<file path="src/rtl/load_scheduler_pkg.sv">
// Shared definitions for the load scheduler: load indices, slot states, defaults.
// Slot state literals carry an ST_ prefix so they cannot collide with the COOL load index.
package load_scheduler_pkg;

  localparam int NUM_LOADS = 4;

  localparam int HEAT   = 0;
  localparam int COOL   = 1;
  localparam int PUMP   = 2;
  localparam int SPRINK = 3;

  localparam int DEF_MIN_ON      = 8;
  localparam int DEF_MIN_OFF     = 4;
  localparam int DEF_MAX_ACTIVE  = 2;

  typedef enum logic [1:0] {
    ST_IDLE = 2'd0,
    ST_RUN  = 2'd1,
    ST_COOL = 2'd2
  } slot_state_e;

  function automatic logic [2:0] count_ones(input logic [NUM_LOADS-1:0] v);
    logic [2:0] n;
    n = 3'd0;
    for (int i = 0; i < NUM_LOADS; i++) n = n + {2'b00, v[i]};
    return n;
  endfunction

endpackage

</file>
<file path="src/rtl/load_scheduler_if.sv">
// Request/grant bundle between the load controller and the scheduler.
interface load_scheduler_if;
  import load_scheduler_pkg::*;

  logic [NUM_LOADS-1:0] req;
  logic                 fire;
  logic [NUM_LOADS-1:0] grant;
  logic [NUM_LOADS-1:0] waiting;
  logic [2:0]           active_cnt;

  modport master (output req, output fire, input grant, input waiting, input active_cnt);
  modport slave  (input req, input fire, output grant, output waiting, output active_cnt);
endinterface

</file>
<file path="src/rtl/load_slot.sv">
// One load's IDLE/RUN/COOL lifecycle with a shared 4-bit run/cooldown counter.
module load_slot
  import load_scheduler_pkg::*;
#(
  parameter int MIN_ON  = DEF_MIN_ON,
  parameter int MIN_OFF = DEF_MIN_OFF
) (
  input  logic        clk,
  input  logic        reset,
  input  logic        issue,
  input  logic        req,
  input  logic        force_off,
  input  logic        force_on,
  output slot_state_e state,
  output logic        granted,
  output logic        releasing
);

  if (MIN_ON < 1 || MIN_ON > 15) begin : g_bad_min_on
    $error("load_slot: MIN_ON must be within 1..15");
  end
  if (MIN_OFF < 1 || MIN_OFF > 15) begin : g_bad_min_off
    $error("load_slot: MIN_OFF must be within 1..15");
  end

  slot_state_e r_state, w_state_next;
  logic [3:0]  r_cnt, w_cnt_next;

  always_ff @(posedge clk) begin
    if (reset) begin
      r_state <= ST_IDLE;
      r_cnt   <= 4'd0;
    end else begin
      r_state <= w_state_next;
      r_cnt   <= w_cnt_next;
    end
  end

  // Forced-on holds the counter at 1, so leaving fire mode looks like a fresh grant.
  always_comb begin
    w_state_next = r_state;
    w_cnt_next   = r_cnt;
    if (force_on) begin
      w_state_next = ST_RUN;
      w_cnt_next   = 4'd1;
    end else begin
      case (r_state)
        ST_IDLE: if (issue) begin
          w_state_next = ST_RUN;
          w_cnt_next   = 4'd1;
        end
        ST_RUN: if (releasing) begin
          w_state_next = ST_COOL;
          w_cnt_next   = 4'd1;
        end else if (r_cnt != 4'd15) begin
          w_cnt_next = r_cnt + 4'd1;
        end
        ST_COOL: if (r_cnt >= 4'(MIN_OFF)) begin
          w_state_next = ST_IDLE;
          w_cnt_next   = 4'd0;
        end else begin
          w_cnt_next = r_cnt + 4'd1;
        end
        default: begin
          w_state_next = ST_IDLE;
          w_cnt_next   = 4'd0;
        end
      endcase
    end
  end

  always_comb begin
    granted   = (r_state == ST_RUN);
    releasing = granted && !force_on && (force_off || (!req && (r_cnt >= 4'(MIN_ON))));
  end

  assign state = r_state;

endmodule

</file>
<file path="src/rtl/load_scheduler.sv">
// Round-robin grant issuer with active-load budget, heat/cool exclusion and fire override.
module load_scheduler
  import load_scheduler_pkg::*;
#(
  parameter int MIN_ON     = DEF_MIN_ON,
  parameter int MIN_OFF    = DEF_MIN_OFF,
  parameter int MAX_ACTIVE = DEF_MAX_ACTIVE
) (
  input logic              clk,
  input logic              reset,
  load_scheduler_if.slave  bus
);

  slot_state_e          w_state [NUM_LOADS];
  logic [NUM_LOADS-1:0] w_granted, w_releasing, w_idle, w_cand, w_issue;
  logic [NUM_LOADS-1:0] w_force_off, w_force_on;
  logic [2:0]           w_run_after;
  logic                 w_budget_full, w_found;
  logic [1:0]           w_pick;

  logic [1:0]           r_ptr;
  logic [NUM_LOADS-1:0] r_grant, r_waiting;
  logic [2:0]           r_active_cnt;

  // Loads releasing this cycle free their budget slot immediately.
  assign w_run_after   = count_ones(w_granted & ~w_releasing);
  assign w_budget_full = (int'(w_run_after) >= MAX_ACTIVE);

  for (genvar gi = 0; gi < NUM_LOADS; gi++) begin : g_slot
    assign w_force_off[gi] = bus.fire && ((gi == HEAT) || (gi == COOL));
    assign w_force_on[gi]  = bus.fire && (gi == SPRINK);
    assign w_idle[gi]      = (w_state[gi] == ST_IDLE);
    assign w_cand[gi]      = w_idle[gi] && bus.req[gi]
                          && !(bus.fire && (gi != PUMP))
                          && !((gi == HEAT) && w_granted[COOL])
                          && !((gi == COOL) && w_granted[HEAT])
                          && !(w_budget_full && !(bus.fire && (gi == PUMP)));

    load_slot #(.MIN_ON(MIN_ON), .MIN_OFF(MIN_OFF)) u_slot (
      .clk       (clk),
      .reset     (reset),
      .issue     (w_issue[gi]),
      .req       (bus.req[gi]),
      .force_off (w_force_off[gi]),
      .force_on  (w_force_on[gi]),
      .state     (w_state[gi]),
      .granted   (w_granted[gi]),
      .releasing (w_releasing[gi])
    );
  end

  always_comb begin
    logic [1:0] idx;
    w_issue = '0;
    w_found = 1'b0;
    w_pick  = r_ptr;
    for (int k = 1; k <= NUM_LOADS; k++) begin
      idx = r_ptr + 2'(k);
      if (!w_found && w_cand[idx]) begin
        w_found = 1'b1;
        w_pick  = idx;
      end
    end
    if (w_found) w_issue[w_pick] = 1'b1;
  end

  always_ff @(posedge clk) begin
    if (reset) begin
      r_ptr        <= 2'd3;
      r_grant      <= '0;
      r_waiting    <= '0;
      r_active_cnt <= 3'd0;
    end else begin
      if (w_found) r_ptr <= w_pick;
      r_grant      <= w_granted;
      r_waiting    <= bus.req & w_idle;
      r_active_cnt <= count_ones(w_granted);
    end
  end

  assign bus.grant      = r_grant;
  assign bus.waiting    = r_waiting;
  assign bus.active_cnt = r_active_cnt;

endmodule

</file>
<file path="src/flat_wrapper.sv">
// flat-port wrapper written by rule: the top's interface ports become plain ports
module load_scheduler_flat import load_scheduler_pkg::*;
#(
  parameter int MIN_ON     = DEF_MIN_ON,
  parameter int MIN_OFF    = DEF_MIN_OFF,
  parameter int MAX_ACTIVE = DEF_MAX_ACTIVE
)
  (clk, reset, bus_req, bus_fire, bus_grant, bus_waiting, bus_active_cnt);
  load_scheduler_if bus_i ();
  input logic clk;
  input logic reset;
  input wire logic [$bits(bus_i.req)-1:0] bus_req;
  input wire logic [$bits(bus_i.fire)-1:0] bus_fire;
  output wire logic [$bits(bus_i.grant)-1:0] bus_grant;
  output wire logic [$bits(bus_i.waiting)-1:0] bus_waiting;
  output wire logic [$bits(bus_i.active_cnt)-1:0] bus_active_cnt;
  assign bus_i.req = bus_req;
  assign bus_i.fire = bus_fire;
  assign bus_grant = bus_i.grant;
  assign bus_waiting = bus_i.waiting;
  assign bus_active_cnt = bus_i.active_cnt;
  load_scheduler #(.MIN_ON(MIN_ON), .MIN_OFF(MIN_OFF), .MAX_ACTIVE(MAX_ACTIVE)) u_core (.clk(clk), .reset(reset), .bus(bus_i));
endmodule
</file>
<file path="config.mk">
export PLATFORM = sky130hd
export DESIGN_NAME = load_scheduler_flat
export DESIGN_NICKNAME = d
export VERILOG_FILES = /design/src/rtl/load_scheduler_pkg.sv /design/src/rtl/load_scheduler_if.sv /design/src/rtl/load_slot.sv /design/src/rtl/load_scheduler.sv /design/src/flat_wrapper.sv
export SDC_FILE = /design/constraint.sdc
export NUM_CORES = 1
export LEC_CHECK = 0
export CORE_MARGIN = 2
export CORE_UTILIZATION = 62
export DETAILED_ROUTE_END_ITERATION = 8
export PLACE_DENSITY = 0.9
export SETUP_SLACK_MARGIN = 0.02
export SYNTH_ARGS = -nofsm -noshare
export SYNTH_HDL_FRONTEND = slang
export SYNTH_SLANG_ARGS = --single-unit
</file>
<file path="constraint.sdc">
create_clock -name clk -period 7.9 [get_ports clk]
set_input_delay 1.975 -clock clk [delete_from_list [all_inputs] [get_ports clk]]
set_output_delay 1.975 -clock clk [all_outputs]
set_load 0.01 [all_outputs]
</file>
==> impl_metrics.toml <==
[drt]
drt_pass1_iterations = 4
wl_per_cell_um = 14.5
via_count = 2052
drtIter0Drc = 206
routed_wl_um = 4800
drc = 0
ant_nets = 0
vias_per_cell = 6.20

[clock_network]
cts_setup_buffers = 0
path_clk_slew_ns = 0.10
clock-sinks = 37
numCtsBuffers = 5
htreeDepth = 2
cts_tree = "done"
worstSkewPairLatency_ns = 0.34
cts.repair.resized = 0
cts_hold_buf = 0
cts_root_buffer = "clkbuf_4"
cts_buffer_depth = 2

[floorplan]
die_h_um = 63.6
ios = 18
coreArea_um2 = 3360
die_w_um = 63.6
rows = 21
die_area_um2 = 4050
start_util_pct = 65.5

[synthesis]
syn_avg_cell_area_um2 = 8.16
ys_warn_count = 0
synth-edff-count = 0
synth-main-ff-cell = "dfxtp_1"
syn_nets = 290
syn_area_um2 = 2200
synth_seq_cells = 37
synth_top_area_cell = "dfxtp_1"
synthArstFlopShare_pct = 0
synth_area_leaders = "dfxtp_1 (34%), ha_1 (6.8%), nor2_1 (4.8%)"
ys_types = 65
synth_top_area_share_pct = 33.6
synthCells = 270
yosysSeqAreaShare_pct = 33.6

[sta]
finalSetupViolCount = 0
tns_ns = 0
slew_viol_final = 0
worst_pin_slew_ns = 0.518
finalHoldViolCount = 0
skew_ns = 0.00827
relSlewSlack_pct = 65.4
finalWorstSetupSlack_ns = 2.71
rsz0062_at_grt = "no"
fin_crit_ns = 5.19
fmax_mhz = 193
period_share_pct = 65.7
holdWs_ns = 0.513

[critical_path]
critPathMaxFanout = 12
cp_top_family = "compound AO/OA/AOI/OAI gates"
cp.arrival_ns = 5.42
required_ns = 8.13
path_buf_inv = 3
crit_type = "in -> reg"
crit_path_start_kind = "input port"
cp_slowest_cell = "clkdlybuf4s50_1"
slowest_delay_ns = 0.68
worst_setup_path_end_kind = "flop"
path_cells = "clkdlybuf4s50_1 > inv_1 > o21ai_1 > nor2_1 > ha_1 > ha_1 > inv_1 > o31ai_4 > nor4_2 > a2111oi_2 > or4_1 > a21oi_1"

[placed_design]
pre_cts_slack_ns = 2.42
place_congestion = 0.933
dp_hpwl_um = 3560
io_buffers = 17

[job]
cap_violations = 0

[cells_and_area]
syn2layout_area_growth_pct = 10.6
nets = 305
final_util_pct = 72.4
drive_gt1_share_pct = 7.37
antennaDiodeCount = 0

[global_routing]
grt_pass1_vias = 1859
antenna_found_initial = 0
grt_max_degree = 33
gr-total-overflow = 0
grt_pass1_wl_um = 8570
track_usage_pct = 26.4

[power]
p_leak_nw = 0.950
ir_drop_uv = 84.7
power.density_nw_per_um2 = 172

[run_status]
run_status = "completed"

[hold_path]
min_path_type = "reg -> reg"
cells in the mapped netlist, types with 2 or more instances:
cell and number:
o31ai_1 3, o211ai_1 2, a31oi_1 6, or3b_1 2, a211o_1 2, or4_1 2, nand2b_1 5, nand3_1 15
buf_2 4, nor2b_1 3, buf_4 2, nor3_1 12, o21ai_1 2, and3_1 3, nand2_1 19, o2111ai_1 2
inv_2 2, nor2_1 28, ha_1 12, a21o_1 4, a311oi_1 2, clkbuf_1 2, nand4_1 5, o21bai_1 2
o21ai_0 13, a21oi_1 18, or3_1 3, nor3b_1 2, dfxtp_1 37, inv_1 21
where the power goes:
part           switching, mW  leakage [nW]  total, mW  internal, mW
Sequential            0.0133         0.302      0.212         0.199
Clock                 0.0580        0.0314      0.100        0.0420
Combinational         0.0631         0.616      0.107        0.0435
worst min-delay path: cells and delay by family, from the launching register on:
family           cells  cell delay, ns
multiplexers         1            0.05
AND/OR/NAND/NOR      1            0.07
flip-flops           1            0.35
layout make-up:
| cell class | instances | area (um2) |
|---|---|---|
| fillers | 270 | 927 |
| well taps | 46 | 57.6 |
| multi-input cells | 199 | 1320 |
| inverters | 24 | 90.1 |
| repair buffers | 18 | 178 |
| flip-flops and latches | 37 | 741 |
| clock buffers | 7 | 55.1 |
routing by layer:
| layer | wire (um) | track usage (%) | vias up |
|---|---|---|---|
| met4 | 74 | 10.1 | 0 |
| met5 | 0 | 0 | - |
| li1 | - | - | 1015 |
| met3 | 281 | 4.82 | 9 |
| met2 | 2290 | 42.6 | 74 |
| met1 | 2150 | 35.0 | 954 |
logic make-up after synthesis:
| logic type | synth area share, % |
|---|---|
| and+or+nand+nor | 25.9 |
| AOI/OAI and AO/OA | 24.8 |
| DFF | 33.6 |
| buffers and inverters | 6.70 |
| adders and majority gates | 7.72 |
| xor gates and xnor gates | 0.795 |
| muxes | 0.454 |
state kept, by name, summed over array words and instances, names as in the netlist:
name,count
u_core.g_slot.u_slot.r_cnt,16
u_core.bus.waiting,4
u_core.r_ptr,2
u_core.bus.active_cnt,3
u_core.bus.grant,4
u_core.g_slot.u_slot.state,8
through the flow:
step	std cells	total power [mW]	area, um2
2_1_floorplan	270	0.292	2200
3_3_place_gp	324	0.317	2380
3_5_place_dp	324	0.321	2380
4_1_cts	331	0.420	2440
5_1_grt	331	0.445	2440
6_report	331	0.419	2440
worst paths after layout:
path / to / cells past startpoint / from / slack (ns)
hold / removal: u_core.g_slot[3].u_slot.r_cnt[1]$_SDFFE_PP0P_ / 2 / u_core.g_slot[3].u_slot.r_cnt[1]$_SDFFE_PP0P_ / 0.51
hold reg to reg: u_core.g_slot[3].u_slot.r_cnt[1]$_SDFFE_PP0P_ / 2 / u_core.g_slot[3].u_slot.r_cnt[1]$_SDFFE_PP0P_ / 0.51
setup reg to reg: u_core.g_slot[1].u_slot.r_cnt[0]$_SDFFE_PP0P_ / 12 / u_core.g_slot[1].u_slot.state[0]$_SDFFE_PP0P_ / 4.55
setup / recovery: u_core.g_slot[1].u_slot.r_cnt[0]$_SDFFE_PP0P_ / 12 / bus_fire / 2.71
layout by cell type, fill, tap and decap left out, drive strengths merged, types with 2 or more instances in the layout:
master,count
nand4,5
or4,2
nand2,19
o2111ai,2
nor3,13
nand2b,5
or3,3
a31oi,6
nor3b,3
a2111oi,2
nor2,28
o211ai,2
nand3,15
nor2b,4
inv,23
and3,3
a211o,2
clkdlybuf4s50,17
clkbuf,7
o21bai,2
dfxtp,37
o21ai,15
or3b,3
a311oi,3
o31ai,4
o221ai,2
a21oi,18
a22oi,2
ha,12
a21o,4
No activity file was read; power rests on OpenSTA's default activity.
==> RTL edit (config.mk and constraints unchanged) <==
`NUM_LOADS`: 4 -> 8.
--- a/src/rtl/load_scheduler_pkg.sv
+++ b/src/rtl/load_scheduler_pkg.sv
@@ -3,5 +3,5 @@
 package load_scheduler_pkg;
 
-  localparam int NUM_LOADS = 4;
+  localparam int NUM_LOADS = 8;
 
   localparam int HEAT   = 0;
Ports: changed (resized bus_grant, bus_req and bus_waiting); port bits go from 18 to 30. No check against the original RTL was run, so the function may have changed too.
==> RTL edit against the unedited design <==
  * Final cell count rose by 7.6%
  * Critical path depth fell by 2
  * Highest routed layer unchanged
  * Via count rose by 4.3%
  * Setup slack improved by 0.026 ns
  * Design area rose by 12%
  * Hold slack got worse by 0.012 ns
  * Area after synthesis rose by 7.8%
  * Wire length rose by 4.8%
  * Power rose by 18%
  * Largest power group unchanged
  * Sequential cell count rose by 4
==> RTL edit: results (changes against the unedited design) <==
| Metric | Value |
|---|---|
| Fraction of layout cells with a size suffix above 1 | 0.0877 (+0.0140) |
| DR iter-0 viols | 250 (+21%) |
| First-pass GRT wire length | 8670 um (+1.1%) |
| Worst clock skew | 0.00556 ns (-0.00270 ns) |
| Post-synthesis adder-cell area fraction | 0.0717 (-0.00557) |
| Compound-cell area share of the yosys netlist | 0.251 (+0.00264) |
| Synth Area in XOR/XNOR | 0 (-0.00795) |
| Via Count | 2,141 (+4.3%) |
| Worst-skew pair later-pin latency | 0.29 ns (-0.05 ns) |
| DP HPWL | 3760 um (+5.9%) |
| First-pass detailed-route iteration total | 5 (+1) |
| Crit path max fanout | 20 (+8) |
| P_leak | 1.05 nW (+10%) |
| Layout Nets | 331 (+8.5%) |
| Wire per inst | 14.1 um (-2.6%) |
| Synth area leaders | dfxtp_1, ha_1, nor2_1, a21oi_1, nor2b_1 |
| Routability Congestion | 0.924 (-0.97%) |
| Pre-CTS WS | 2.51 ns (+0.0867 ns) |
| Switch share | 0.317 (-0.00332) |
| Most common library cells after synthesis | dfxtp_1, nor2_1, a21oi_1, inv_1, nand2_1 |
| Outcome | complete, no violations |
| Fillers | 294 (+8.9%) |
| CTS root buf | clkbuf_8 |
| Register area share after synthesis | 0.346 (+0.00945) |
| Total GRT Usage | 0.253 (-0.0116) |
| Synth cell types | 60 (-7.7%) |
| Worst EP arrival | 5.38 ns (-0.04 ns) |
| Mux share of post-synthesis cell area | 0 (-0.00454) |
[RTL edit: cell types whose count changed after synthesis, sizes merged, moves of 4 or more]
cell    unedited run  this run
a211oi             1         9
clkbuf             2         7
dfxtp             37        41
inv               23        18
nand3             15         6
nor2              28        33
nor2b              4        15
nor3              13         7
o22ai              0         4
[RTL edit: layer usage]
| layer | track usage | vias to the layer above | wire length, um |
|---|---|---|---|
| met5 | 0 | - | 0 |
| met4 | 0.0833 | 0 | 57 |
| met3 | 0.0562 | 7 | 294 |
| met2 | 0.415 | 66 | 2350 |
| met1 | 0.327 | 999 | 2330 |
| li1 | - | 1069 | - |
[RTL edit: through the flow]
| step | cell area, um2 | std cells | utilization | power (mW) |
|---|---|---|---|---|
| after detailed placement | 2640 | 348 | 0.720 | 0.364 |
| after floorplan | 2390 | 287 | - | 0.326 |
| after global placement | 2640 | 348 | 0.720 | 0.361 |
| final | 2720 | 356 | 0.744 | 0.494 |
| after CTS | 2720 | 356 | 0.744 | 0.498 |
| after global routing | 2720 | 356 | 0.744 | 0.521 |
[RTL edit: path summary, 6_finish.rpt]
path / start / to / slack, ns / cells past startpoint
max: bus_fire / u_core.g_slot[2].u_slot.r_cnt[3] / 2.73 / 10
min: u_core.g_slot[2].u_slot.r_cnt[1] / u_core.g_slot[2].u_slot.r_cnt[1] / 0.50 / 2
max reg2reg: u_core.g_slot[0].u_slot.state[0] / u_core.g_slot[2].u_slot.r_cnt[3] / 4.49 / 10
min reg2reg: u_core.g_slot[2].u_slot.r_cnt[1] / u_core.g_slot[2].u_slot.r_cnt[1] / 0.50 / 2
[RTL edit: cell families (layout without fill, tap and decap cells)]
logic type | Yosys count | after routing
buf+inv | 31 | 52
simple gates | 117 | 117
flops | 41 | 41
other cells | 1 | 4
fa+ha+maj | 13 | 13
compound gates | 81 | 81
[RTL edit: final cells by class]
cell class | count | area [um2] | share of cell area
well taps | 48 | 60.1 | 0.0220
multi-input cells | 215 | 1430 | 0.525
clock inverters | 3 | 17.5 | 0.00643
clock buffers | 5 | 68.8 | 0.0253
inverters | 18 | 67.6 | 0.0248
flip-flops and latches | 41 | 821 | 0.301
repair buffers | 26 | 258 | 0.0946
[RTL edit: worst max-delay path: stages]
cell and delay (ns):
clkdlybuf4s50_1 0.77, o21ai_0 0.55, inv_1 0.12, ha_1 0.32
a211oi_1 0.38, o21ai_0 0.21, a21oi_1 0.34, a221oi_2 0.16
or3_1 0.32, a211oi_1 0.21
